$ cat src/rtl/reaction_pkg.sv
// Shared types and constants for the reaction-time game core.
package reaction_pkg;

    localparam int LFSR_W = 12;
    // Taps 12,11,10,4 expressed as a bit mask over lfsr[11:0].
    localparam logic [LFSR_W-1:0] LFSR_TAPS = 12'hE08;

    typedef logic [3:0] bcd_digit_t;

    typedef enum logic [2:0] {
        IDLE,
        DELAY,
        RUN,
        DONE,
        FALSE_START
    } state_e;

endpackage

$ cat src/rtl/bcd_counter.sv
// DIGITS-digit BCD incrementer that holds at all-9s; sat flags the held value.
module bcd_counter
    import reaction_pkg::*;
#(
    parameter int DIGITS = 4
) (
    input  logic                clk,
    input  logic                rst,
    input  logic                clr,
    input  logic                inc,
    output logic [4*DIGITS-1:0] count,
    output logic                sat
);

    bcd_digit_t [DIGITS-1:0] cnt_d, cnt_q;
    logic                    carry;

    assign sat   = (cnt_q == {DIGITS{4'h9}});
    assign count = cnt_q;

    always_comb begin
        cnt_d = cnt_q;
        carry = inc && !sat;
        for (int i = 0; i < DIGITS; i++) begin
            if (carry) begin
                if (cnt_q[i] == 4'd9) begin
                    cnt_d[i] = 4'd0;
                end else begin
                    cnt_d[i] = cnt_q[i] + 4'd1;
                    carry    = 1'b0;
                end
            end
        end
        if (clr) cnt_d = '0;
    end

    always_ff @(posedge clk) begin
        if (rst) cnt_q <= '0;
        else     cnt_q <= cnt_d;
    end

endmodule

$ cat src/rtl/reaction_timer_core.sv
// Reaction-time game: random ms delay, GO LED, BCD ms count until stop.
// Optional best-time tracking is enabled by defining REACTION_BEST_TIME_EN.
module reaction_timer_core
    import reaction_pkg::*;
#(
    parameter int                DIGITS       = 4,
    parameter int                MIN_DELAY_MS = 1000,
    parameter int                RAND_BITS    = 11,
    parameter logic [LFSR_W-1:0] LFSR_SEED    = 12'hACE
) (
    input  logic                clk,
    input  logic                rst,
    input  logic                oneMilliSecond,
    input  logic                startBtn,
    input  logic                stopBtn,
    output logic                ledGo,
    output logic [4*DIGITS-1:0] bcdCount,
    output logic                done,
    output logic                falseStart,
`ifdef REACTION_BEST_TIME_EN
    output logic [4*DIGITS-1:0] bestCount,
    output logic                newBest,
`endif
    output logic                overflow
);

    localparam int DLY_W = $clog2(MIN_DELAY_MS + (1 << RAND_BITS));

    state_e            state_d, state_q;
    logic [DLY_W-1:0]  delay_d, delay_q;
    logic [LFSR_W-1:0] lfsr_d, lfsr_q;
    logic              ovf_d, ovf_q;
    logic              led_q, done_q, fs_q;
    logic              cnt_clr, cnt_inc, cnt_sat;
    logic [4*DIGITS-1:0] cnt;

    assign lfsr_d = {lfsr_q[LFSR_W-2:0], ^(lfsr_q & LFSR_TAPS)};

    always_comb begin
        state_d = state_q;
        delay_d = delay_q;
        ovf_d   = ovf_q;
        cnt_clr = 1'b0;
        cnt_inc = 1'b0;
        case (state_q)
            IDLE, DONE, FALSE_START: begin
                if (startBtn) begin
                    state_d = DELAY;
                    delay_d = DLY_W'(MIN_DELAY_MS) + DLY_W'(lfsr_q[RAND_BITS-1:0]);
                    ovf_d   = 1'b0;
                    cnt_clr = 1'b1;
                end
            end
            DELAY: begin
                if (stopBtn) begin
                    state_d = FALSE_START;
                    cnt_clr = 1'b1;
                end else if (oneMilliSecond) begin
                    delay_d = delay_q - DLY_W'(1);
                    if (delay_q == DLY_W'(1)) state_d = RUN;
                end
            end
            RUN: begin
                // A tick coincident with stop is dropped.
                if (stopBtn) begin
                    state_d = DONE;
                end else if (oneMilliSecond) begin
                    if (cnt_sat) begin
                        ovf_d   = 1'b1;
                        state_d = DONE;
                    end else begin
                        cnt_inc = 1'b1;
                    end
                end
            end
            default: state_d = IDLE;
        endcase
    end

    always_ff @(posedge clk) begin
        if (rst) begin
            state_q <= IDLE;
            delay_q <= '0;
            lfsr_q  <= LFSR_SEED;
            ovf_q   <= 1'b0;
            led_q   <= 1'b0;
            done_q  <= 1'b0;
            fs_q    <= 1'b0;
        end else begin
            state_q <= state_d;
            delay_q <= delay_d;
            lfsr_q  <= lfsr_d;
            ovf_q   <= ovf_d;
            led_q   <= (state_d == RUN);
            done_q  <= (state_d == DONE);
            fs_q    <= (state_d == FALSE_START);
        end
    end

    bcd_counter #(.DIGITS(DIGITS)) u_cnt (
        .clk  (clk),
        .rst  (rst),
        .clr  (cnt_clr),
        .inc  (cnt_inc),
        .count(cnt),
        .sat  (cnt_sat)
    );

    assign ledGo      = led_q;
    assign done       = done_q;
    assign falseStart = fs_q;
    assign overflow   = ovf_q;
    assign bcdCount   = cnt;

`ifdef REACTION_BEST_TIME_EN
    logic [4*DIGITS-1:0] best_d, best_q;
    logic                new_best_d, new_best_q;

    // Packed BCD compares correctly as unsigned binary, MSD first.
    always_comb begin
        best_d     = best_q;
        new_best_d = 1'b0;
        if (state_q == RUN && state_d == DONE && !ovf_d && cnt < best_q) begin
            best_d     = cnt;
            new_best_d = 1'b1;
        end
    end

    always_ff @(posedge clk) begin
        if (rst) begin
            best_q     <= {DIGITS{4'h9}};
            new_best_q <= 1'b0;
        end else begin
            best_q     <= best_d;
            new_best_q <= new_best_d;
        end
    end

    assign bestCount = best_q;
    assign newBest   = new_best_q;
`endif

endmodule
$ cat config.mk
export PLATFORM = sky130hd
export DESIGN_NAME = reaction_timer_core
export DESIGN_NICKNAME = d
export VERILOG_FILES = /design/src/rtl/reaction_pkg.sv /design/src/rtl/bcd_counter.sv /design/src/rtl/reaction_timer_core.sv
export SDC_FILE = /design/constraint.sdc
export NUM_CORES = 1
export LEC_CHECK = 0
export ABC_AREA = 1
export CAP_MARGIN = 5
export CORE_AREA = 2 2 92 129
export DETAILED_ROUTE_END_ITERATION = 6
export DIE_AREA = 0 0 94 131
export PLACE_DENSITY = 0.38
export SLEW_MARGIN = 20
export SYNTH_ARGS = -nofsm -noshare
export SYNTH_HDL_FRONTEND = slang
export SYNTH_HIERARCHICAL = 1
export SYNTH_SLANG_ARGS = --single-unit
$ cat constraint.sdc
create_clock -name clk -period 2.9 [get_ports clk]
set_input_delay 0.29 -clock clk [delete_from_list [all_inputs] [get_ports clk]]
set_output_delay 0.29 -clock clk [all_outputs]
set_load 0.03 [all_outputs]
==> out/metrics.cfg <==
[status]
run_status=completed

[yosys]
syn_avg_cell_area_um2=6.67
ys_seq_area_share_pct=34.7
ys_types=38
syn_area_um2=2720
synth_nets=415
yosys_warnings=6
ys_ff_latch=47
syn_inst=407

[setup_path]
worst_ep_arrival_time_ns=2.37
worstRegToRegCells=10
rrSetupSlack_ns=0.76
critPathCaptureType=flip-flop
worstSetupStartpoint=state_q[0]$_SDFF_PP0_
required_ns=3.13
path_class=flip-flop to flip-flop
crit_path_start_kind=flip-flop
worstPathMaxFanout=16
r2r_start=state_q[0]$_SDFF_PP0_
r2r-end=u_cnt/count[15]$_SDFFE_PP0P_
endpoint=u_cnt/count[15]$_SDFFE_PP0P_

[grt]
antenna_found_initial=0
grt_max_degree=18
grt_pass1_wl_um=12500
grt_pass1_vias=2559
overflow=0
grtUsageTotal_pct=13.1

[timing]
finalSetupViolations=0
slew_viol_final=0
holdWs_ns=0.445
min_period_ns=2.14
worst_slew_pin_slew_ns=0.501
setup_ws_ns=0.762
period_share_pct=73.7
tns_ns=0
maxSlewHeadroom_pct=66.6
skew_ns=0.0100
hold_violations=0
rsz0062_at_grt=no
fmax_ghz=0.468

[finish]
fin_nets=442
stdcell_count=579
drive_gt1_share_pct=12.6
areaGrowthSynthToFinish_pct=20.2
antenna_cells=0

[worst_hold_path]
min-delay-path-class=flip-flop to flip-flop

[clock_network]
cts_buffers=5
worstSkewPairLatency_ns=0.30
clockBufferDepth=2
root_buffer=clkbuf_16
cts_sinks=47
post_cts_buffers=0
htreeDepth=2
post_cts_resized=0
cts_hold_buf=0
cts_tree=built
clk_pin_slew_ns=0.07

[floorplanning]
die_w_um=94
die_y_um=131
core-area_um2=11200
die_area_um2=12300
start_util_pct=24.2
ioPinCount=25
row_count=46

[route]
drc=0
drt_wl_total_um=7410
wire_per_inst_um=12.8
first_iter_violations=88
vias_per_cell=4.38
first_pass_iters=6
vias=2537
drtAntennaViolNets=0

[placement]
io_buffers=24
post-place-ws_ns=0.717
dp_hpwl_um=5550
gp_congestion=0.855
place_inst=571

[power]
p_leak_nw=1.34
ir_drop_uv=184
power_mw=1.77
power_density_nw_per_um2=543

[job]
cap_violations=0

worst max-delay path, stage by stage (launching register included):
cell      delay (ns)
dfxtp_1         0.35
inv_2           0.09
nor2_4          0.05
nand2_4         0.18
inv_2           0.15
nand2_1         0.13
nand2_1         0.08
nor2_2          0.27
clkinv_1        0.38
o21bai_1        0.27
a21oi_1         0.11
sequential cells by signal (all words and copies together) (netlist names):
signal       flops
lfsr_q          12
delay_q         12
falseStart       1
overflow         1
u_cnt/count     16
ledGo            1
done             1
state_q          3
routing by layer:
layer | up-vias | track usage (%) | routed length [um]
met5 | - | 0 | 0
met4 | 0 | 5.29 | 165
met3 | 11 | 2.35 | 202
met2 | 39 | 24.8 | 4010
met1 | 1145 | 14.1 | 3040
li1 | 1342 | - | -
stage by stage:
step                      area, um^2  utilization (%)
after floorplan                 2720                -
after global placement          3090             27.6
after detailed placement        3090             27.6
after CTS                       3260             29.1
after global routing            3260             29.1
final                           3260             29.1
cell type report:
type / instances / area [um^2]
clock inverter: 3 / 46.3
fill: 1247 / 7960
tap: 144 / 180
inverter: 59 / 224
sequential: 47 / 941
clock buffer: 5 / 125
multi-input combinational: 295 / 1490
timing repair buffer: 26 / 255
cells in the mapped netlist, drive strengths merged:
cell type	n	area [um^2]
nand2	107	439
nor2	68	322
inv	58	220
dfxtp	47	941
nand3	30	155
a21oi	29	164
o21ai	29	149
nand4	7	65.1
or2	5	31.3
buf	4	50.1
nor3	4	20.0
ha	3	37.5
xnor2	3	26.3
xor2	3	26.3
clkbuf	2	7.51
nand3b	2	15.0
a2bb2oi	1	8.76
clkinv	1	3.75
nor3b	1	12.5
nor4	1	6.26
o21bai	1	7.51
o31ai	1	7.51
how the worst min path moves through the flow:
stage                               to  cells after the start                   from  slack, ns
3_5_place_dp      lfsr_q[2]$_SDFF_PP1_                      1   lfsr_q[1]$_SDFF_PP1_       0.44
6_report          lfsr_q[5]$_SDFF_PP0_                      2   lfsr_q[4]$_SDFF_PP0_       0.45
3_3_place_gp      lfsr_q[5]$_SDFF_PP0_                      2   lfsr_q[4]$_SDFF_PP0_       0.44
4_1_cts          overflow$_SDFFE_PP0P_                      2  overflow$_SDFFE_PP0P_       0.45
2_1_floorplan  delay_q[5]$_SDFFE_PP0P_                      1                    rst       0.35
5_1_grt           lfsr_q[2]$_SDFF_PP1_                      1   lfsr_q[1]$_SDFF_PP1_       0.47
logic make-up after synthesis:
group | share of synthesized area [%]
AO/OA/AOI/OAI | 12.4
XOR/XNOR | 1.94
adder cells (fa/ha/maj) | 1.38
buffers and inverters | 10.4
flip-flops | 34.7
AND/OR/NAND/NOR | 39.3
power breakdown:
| part | internal [mW] | total, mW | switching, mW |
|---|---|---|---|
| sequential | 0.689 | 0.732 | 0.0428 |
| combinational | 0.119 | 0.347 | 0.228 |
| clock | 0.411 | 0.693 | 0.282 |
cells in the final DEF (no fill, tap or decap), drive strengths merged:
master and n:
nand3b 2, clkinv 1, nor2 68, xor2 3, o31ai 1, or2 5
a21oi 29, o21ai 29, clkdlybuf4s50 24, clkinvlp 1, dfxtp 47, nand4 7
nand2 107, bufinv 1, nor3 4, nor4 1, nand3 30, ha 3
inv 59, a2bb2oi 1, clkbuf 5, buf 2, o21bai 1, xnor2 3
nor3b 1
(Power assumes the default switching activity.)
